[src/rtl/dps_timer_responder.sv]
// dps_timer_responder
//   Memory-mapped timer peripheral on a request/response bus.
//   It holds a free-running 32-bit counter with a compare register. A match
//   sets a sticky status bit, can reload the counter to zero, and can raise
//   an interrupt that stays pending until it is acknowledged.
//
//   State | Meaning
//   ------+---------------------------------------------------------------
//   IDLE  | no interrupt outstanding; a match with IRQ_EN set raises one
//   PEND  | interrupt raised; oDPS_IRQ_REQ=1 until iDPS_IRQ_ACK
//
// Ports
//   iCLOCK, iRESET_SYNC          clock and synchronous active-high reset
//   iDPS_REQ/oDPS_BUSY           request valid / request stall
//   iDPS_RW, iDPS_ADDR, iDPS_DATA  read(0)/write(1), byte address, write data
//   oDPS_REQ/iDPS_BUSY           read response valid / response backpressure
//   oDPS_DATA                    read response data
//   oDPS_IRQ_REQ, oDPS_IRQ_NUM   interrupt level and fixed interrupt number
//   iDPS_IRQ_ACK                 interrupt acknowledge pulse
//
// Register map (iDPS_ADDR[7:2], upper address bits must be zero)
//   0x00 ID  0x04 SIZE  0x08 CTRL{AUTO_RELOAD,IRQ_EN,EN}
//   0x0C COUNTER  0x10 COMPARE  0x14 STATUS{MATCH, write-1-to-clear}
module dps_timer_responder #(
    parameter logic [31:0] P_DEV_ID  = 32'h0000_0D50,
    parameter logic [31:0] P_IO_SIZE = 32'h0000_0200,
    parameter logic [5:0]  P_IRQ_NUM = 6'h1
) (
    input  logic        iCLOCK,
    input  logic        iRESET_SYNC,
    input  logic        iDPS_REQ,
    output logic        oDPS_BUSY,
    input  logic        iDPS_RW,
    input  logic [31:0] iDPS_ADDR,
    input  logic [31:0] iDPS_DATA,
    output logic        oDPS_REQ,
    input  logic        iDPS_BUSY,
    output logic [31:0] oDPS_DATA,
    output logic        oDPS_IRQ_REQ,
    output logic [5:0]  oDPS_IRQ_NUM,
    input  logic        iDPS_IRQ_ACK
);

    localparam logic [5:0] A_ID      = 6'h00;
    localparam logic [5:0] A_SIZE    = 6'h01;
    localparam logic [5:0] A_CTRL    = 6'h02;
    localparam logic [5:0] A_COUNTER = 6'h03;
    localparam logic [5:0] A_COMPARE = 6'h04;
    localparam logic [5:0] A_STATUS  = 6'h05;

    typedef enum logic {ST_IDLE = 1'b0, ST_PEND = 1'b1} irq_state_t;

    logic [2:0]  ctrl;
    logic [31:0] counter;
    logic [31:0] compare;
    logic        match;

    logic [31:0] fifo_mem [2];
    logic        fifo_wr_ptr;
    logic        fifo_rd_ptr;
    logic [1:0]  fifo_count;

    irq_state_t  irq_state;
    irq_state_t  irq_state_next;

    logic        accept;
    logic        wr_en;
    logic        rd_en;
    logic        addr_ok;
    logic [5:0]  word;
    logic [31:0] rd_value;
    logic        push;
    logic        pop;
    logic        match_evt;
    logic        unused_addr_bits;

    // Byte-lane bits carry no meaning for word registers.
    assign unused_addr_bits = ^iDPS_ADDR[1:0];

    assign word    = iDPS_ADDR[7:2];
    assign addr_ok = (iDPS_ADDR[31:8] == 24'd0);
    assign accept  = iDPS_REQ && !oDPS_BUSY;
    assign wr_en   = accept && iDPS_RW && addr_ok;
    assign rd_en   = accept && !iDPS_RW;

    assign match_evt = ctrl[0] && (counter == compare);

    always_comb begin
        rd_value = 32'd0;
        if (addr_ok) begin
            case (word)
                A_ID:      rd_value = P_DEV_ID;
                A_SIZE:    rd_value = P_IO_SIZE;
                A_CTRL:    rd_value = {29'd0, ctrl};
                A_COUNTER: rd_value = counter;
                A_COMPARE: rd_value = compare;
                A_STATUS:  rd_value = {31'd0, match};
                default:   rd_value = 32'd0;
            endcase
        end
    end

    // Register file and timer
    always_ff @(posedge iCLOCK) begin
        if (iRESET_SYNC) begin
            ctrl    <= 3'd0;
            counter <= 32'd0;
            compare <= 32'd0;
            match   <= 1'b0;
        end else begin
            if (wr_en && word == A_CTRL)
                ctrl <= iDPS_DATA[2:0];
            if (wr_en && word == A_COMPARE)
                compare <= iDPS_DATA;

            // Software write beats both reload and increment.
            if (wr_en && word == A_COUNTER)
                counter <= iDPS_DATA;
            else if (match_evt && ctrl[2])
                counter <= 32'd0;
            else if (ctrl[0])
                counter <= counter + 32'd1;

            // A match in the same cycle as a clear wins.
            if (match_evt)
                match <= 1'b1;
            else if (wr_en && word == A_STATUS && iDPS_DATA[0])
                match <= 1'b0;
        end
    end

    // Two-entry response FIFO; oDPS_BUSY when full keeps pushes legal.
    assign push      = rd_en;
    assign pop       = oDPS_REQ && !iDPS_BUSY;
    assign oDPS_REQ  = (fifo_count != 2'd0);
    assign oDPS_BUSY = (fifo_count == 2'd2);
    assign oDPS_DATA = oDPS_REQ ? fifo_mem[fifo_rd_ptr] : 32'd0;

    always_ff @(posedge iCLOCK) begin
        if (iRESET_SYNC) begin
            fifo_wr_ptr <= 1'b0;
            fifo_rd_ptr <= 1'b0;
            fifo_count  <= 2'd0;
            fifo_mem[0] <= 32'd0;
            fifo_mem[1] <= 32'd0;
        end else begin
            if (push) begin
                fifo_mem[fifo_wr_ptr] <= rd_value;
                fifo_wr_ptr           <= ~fifo_wr_ptr;
            end
            if (pop)
                fifo_rd_ptr <= ~fifo_rd_ptr;
            case ({push, pop})
                2'b10:   fifo_count <= fifo_count + 2'd1;
                2'b01:   fifo_count <= fifo_count - 2'd1;
                default: fifo_count <= fifo_count;
            endcase
        end
    end

    // Interrupt FSM
    always_ff @(posedge iCLOCK) begin
        if (iRESET_SYNC)
            irq_state <= ST_IDLE;
        else
            irq_state <= irq_state_next;
    end

    always_comb begin
        irq_state_next = irq_state;
        case (irq_state)
            ST_IDLE: if (match_evt && ctrl[1]) irq_state_next = ST_PEND;
            ST_PEND: if (iDPS_IRQ_ACK)         irq_state_next = ST_IDLE;
            default: irq_state_next = ST_IDLE;
        endcase
    end

    always_comb begin
        oDPS_IRQ_REQ = (irq_state == ST_PEND);
        oDPS_IRQ_NUM = P_IRQ_NUM;
    end

endmodule

[config.mk]
export PLATFORM = sky130hd
export DESIGN_NAME = dps_timer_responder
export DESIGN_NICKNAME = d
export VERILOG_FILES = /design/src/rtl/dps_timer_responder.sv
export SDC_FILE = /design/constraint.sdc
export NUM_CORES = 1
export LEC_CHECK = 0
export CORE_MARGIN = 4
export CORE_UTILIZATION = 56
export CTS_BUF_LIST = sky130_fd_sc_hd__clkbuf_8
export DETAILED_ROUTE_END_ITERATION = 8
export MAX_ROUTING_LAYER = met4
export PLACE_DENSITY = 0.83
export SYNTH_ARGS = -nofsm -noshare
export SYNTH_HDL_FRONTEND = slang
export SYNTH_SLANG_ARGS = --single-unit
[constraint.sdc]
create_clock -name iCLOCK -period 3.14 [get_ports iCLOCK]
set_input_delay 0.314 -clock iCLOCK [delete_from_list [all_inputs] [get_ports iCLOCK]]
set_output_delay 0.314 -clock iCLOCK [all_outputs]
set_load 0.01 [all_outputs]
==> run summary <==
### Status
- run status: completed

### Global route
- antenna violations before repair: 0
- pin count of the biggest net entering global routing: 71
- overall routing resource usage: 26.5%
- grt ovf: 0
- wire length of the first global-routing pass: 29500 um
- vias in the first global route: 5859

### STA
- final count of pins violating max slew: 0
- final setup slack of the worst path: 289 ps
- total negative slack for setup checks: 0 ps
- Hold Slack: 132 ps
- setup violators final: 0
- setup repair after global routing missed its margin: false
- maximum clock skew at final layout: 10.5 ps
- endpoints failing hold: 0
- transition time at the pin with the least slew margin: 846 ps
- Slew HR: 43.6%
- final clock period utilization by the worst path: 90.8%
- clock period minus worst slack: 2850 ps
- maximum achievable frequency: 0.351 GHz

### CTS
- hold buffer count at CTS: 0
- clock tree from TritonCTS: built
- clock tree sinks: 138
- latest clock arrival within the worst-skew pair: 450 ps
- number of gates given a new drive strength after cts: 0
- clock edge transition at the registers on the reported setup and hold paths: 80 ps
- clock tree buffer depth: 2
- Post CTS Setup Buffer Count: 0
- total CTS buffers: 17
- H-tree depth: 4
- clock tree root driver cell: sky130_fd_sc_hd__clkbuf_8

### Setup path
- WS Path Type: reg -> reg
- path depth of the worst reg2reg path: 7
- FF-to-FF setup slack: 290 ps
- CP startpoint kind: flip-flop
- beginning of the worst register-to-register path: counter[23]$_SDFFE_PP0P_
- data required time of the worst path: 3440 ps
- reg2reg end: counter[22]$_SDFFE_PP0P_
- worst-path fanout max: 12
- Worst setup EP type: flip-flop
- arrival time reported for the critical path endpoint: 3150 ps
- origin of the worst setup path: counter[23]$_SDFFE_PP0P_

### Power
- maximum ir drop on the vdd rail: 0.000218 V
- Total Power Consumption: 4.25 mW
- static leakage: 3.00 nW
- power per standard cell area: 485 nW/um^2

### Worst hold path
- launch instance of the worst min-delay path: iRESET_SYNC
- Hold Path Depth: 2
- endpoint with the worst hold slack: fifo_count[1]$_SDFFE_PP0P_
- class of the tightest hold or removal check: in -> reg

### Synthesis
- count of yosys warnings during synthesis: 0
- average cell area after synthesis: 9.34 sq um
- Synth Flop Type: sky130_fd_sc_hd__dfxtp_1
- share of synthesized registers carrying an async set or reset: 0%
- flip-flop and latch count after synthesis: 138
- number of cells produced by synthesis: 770
- count of different cell masters after synthesis: 54
- number of enable-type register cells in the synthesized netlist: 64
- Mapped Area: 7190 sq um
- part of the Yosys area used for sequential elements: 47.3%

### Routing
- detailed router's first-iteration violation count: 617
- vias post-DR: 6105
- wire per inst: 17.8 um
- DRC Markers: 0
- routed via count divided by cell count: 5.83
- First-pass DRT Iterations: 5
- number of routed nets with antenna violations: 0
- Total Routed Length: 18600 um

### Run
- number of maximum-capacitance constraint violations: 0

### Placement
- placement-stage worst setup slack: 365 ps
- sum of net half-perimeters after detailed placement: 13500 um
- cell area after placement: 8360 sq um
- number of input and output port buffers inserted: 102
- final weighted congestion in routability-driven placement: 0.984

### Finish
- Area Growth Syn to Fin: 21.7%
- top library cells by usage in the layout, fill and taps aside: sky130_fd_sc_hd__nor2_1, sky130_fd_sc_hd__clkdlybuf4s50_1, sky130_fd_sc_hd__mux2i_1
- nets: 935
- layout cell share with drive strength beyond 1: 7.76%
- final instance area: 8760 sq um
- commonest non-fill, non-tap cell in the layout: sky130_fd_sc_hd__nor2_1
- Ant. Diodes: 0

### Floorplan
- Die Footprint: 14700 sq um
- Row Count: 41
- Horiz. Die Dim: 121 um
- vertical die dimension: 121 um
- Floorplan Core Area: 12600 sq um
- Ports: 111
- Initial Util: 57.0%

[per-stage QoR]
| step | cells | utilization (%) |
|---|---|---|
| final | 1048 | 69.4 |
| after detailed placement | 1016 | 66.3 |
| after floorplan | 774 | - |
| after CTS | 1048 | 69.4 |
| after global routing | 1048 | 69.4 |
| after global placement | 1016 | 66.3 |
[flip-flops by register name, indices dropped and copies added (netlist names), named ones only]
name	count
fifo_mem	64
compare	32
counter	32
ctrl	3
fifo_count	2
fifo_rd_ptr	1
fifo_wr_ptr	1
match	1
oDPS_IRQ_REQ	1
[metal layers]
metal  track usage, %  up-vias  share of wire [%]
li1                 -     2912                  -
met1             33.5     2850                 41
met2             42.3      295                 49
met3             4.90       48                7.3
met4             10.4        0                2.8
met5                -        -                  0
[how the worst max path moves through the flow]
stage                                         to  slack (ps)  cells after the start
CTS                     counter[22]$_SDFFE_PP0P_         350                      7
global route            counter[22]$_SDFFE_PP0P_         200                      7
floorplan           fifo_mem[0][0]$_SDFFCE_PN0P_         350                      5
global placement        counter[22]$_SDFFE_PP0P_         520                      8
finish                  counter[22]$_SDFFE_PP0P_         290                      7
detailed placement      counter[22]$_SDFFE_PP0P_         360                      7
[critical path, stage by stage (launching register included)]
cell and delay, ps:
sky130_fd_sc_hd__dfxtp_1 520, sky130_fd_sc_hd__xor2_1 150, sky130_fd_sc_hd__nor4_1 510, sky130_fd_sc_hd__nand3_1 250, sky130_fd_sc_hd__nor4_4 400, sky130_fd_sc_hd__nand2b_1 250
sky130_fd_sc_hd__or3_1 450, sky130_fd_sc_hd__o22ai_1 170
[final cells by class]
type | count | area (sq um)
tap | 172 | 215
clock inverter | 14 | 148
fill | 1011 | 3860
clock buffer | 18 | 248
inverter | 17 | 63.8
sequential | 138 | 3400
timing repair buffer | 125 | 1190
multi-input combinational | 564 | 3490
[kinds of logic after synthesis]
family / after synthesis / synth area share [%]
adder cells (fa/ha/maj): 2 / 0.348
XOR/XNOR: 36 / 4.38
multiplexers: 79 / 11.0
AND/OR/NAND/NOR: 331 / 21.5
flip-flops: 138 / 47.3
buffers and inverters: 72 / 4.57
AO/OA/AOI/OAI: 110 / 10.7
other: 2 / 0.104
[power breakdown]
group	switching, mW	internal (mW)
combinational	0.355	0.419
sequential	0.0933	1.96
clock	0.700	0.725
total	1.15	3.10
[Yosys cell counts (all sizes together) (13+ instances only)]
master / number / area share, %
a22oi: 24 / 2.5
buf: 25 / 2.1
clkbuf: 30 / 1.6
dfxtp: 74 / 21
edfxtp: 64 / 27
inv: 17 / 0.89
mux2i: 79 / 11
nand2: 34 / 1.8
nand2b: 16 / 1.4
nor2: 180 / 9.5
nor2b: 20 / 1.7
nor3: 21 / 1.5
o21ai: 20 / 1.4
o22ai: 13 / 1.1
xnor2: 14 / 1.7
xor2: 22 / 2.7
(Power assumes the default switching activity.)
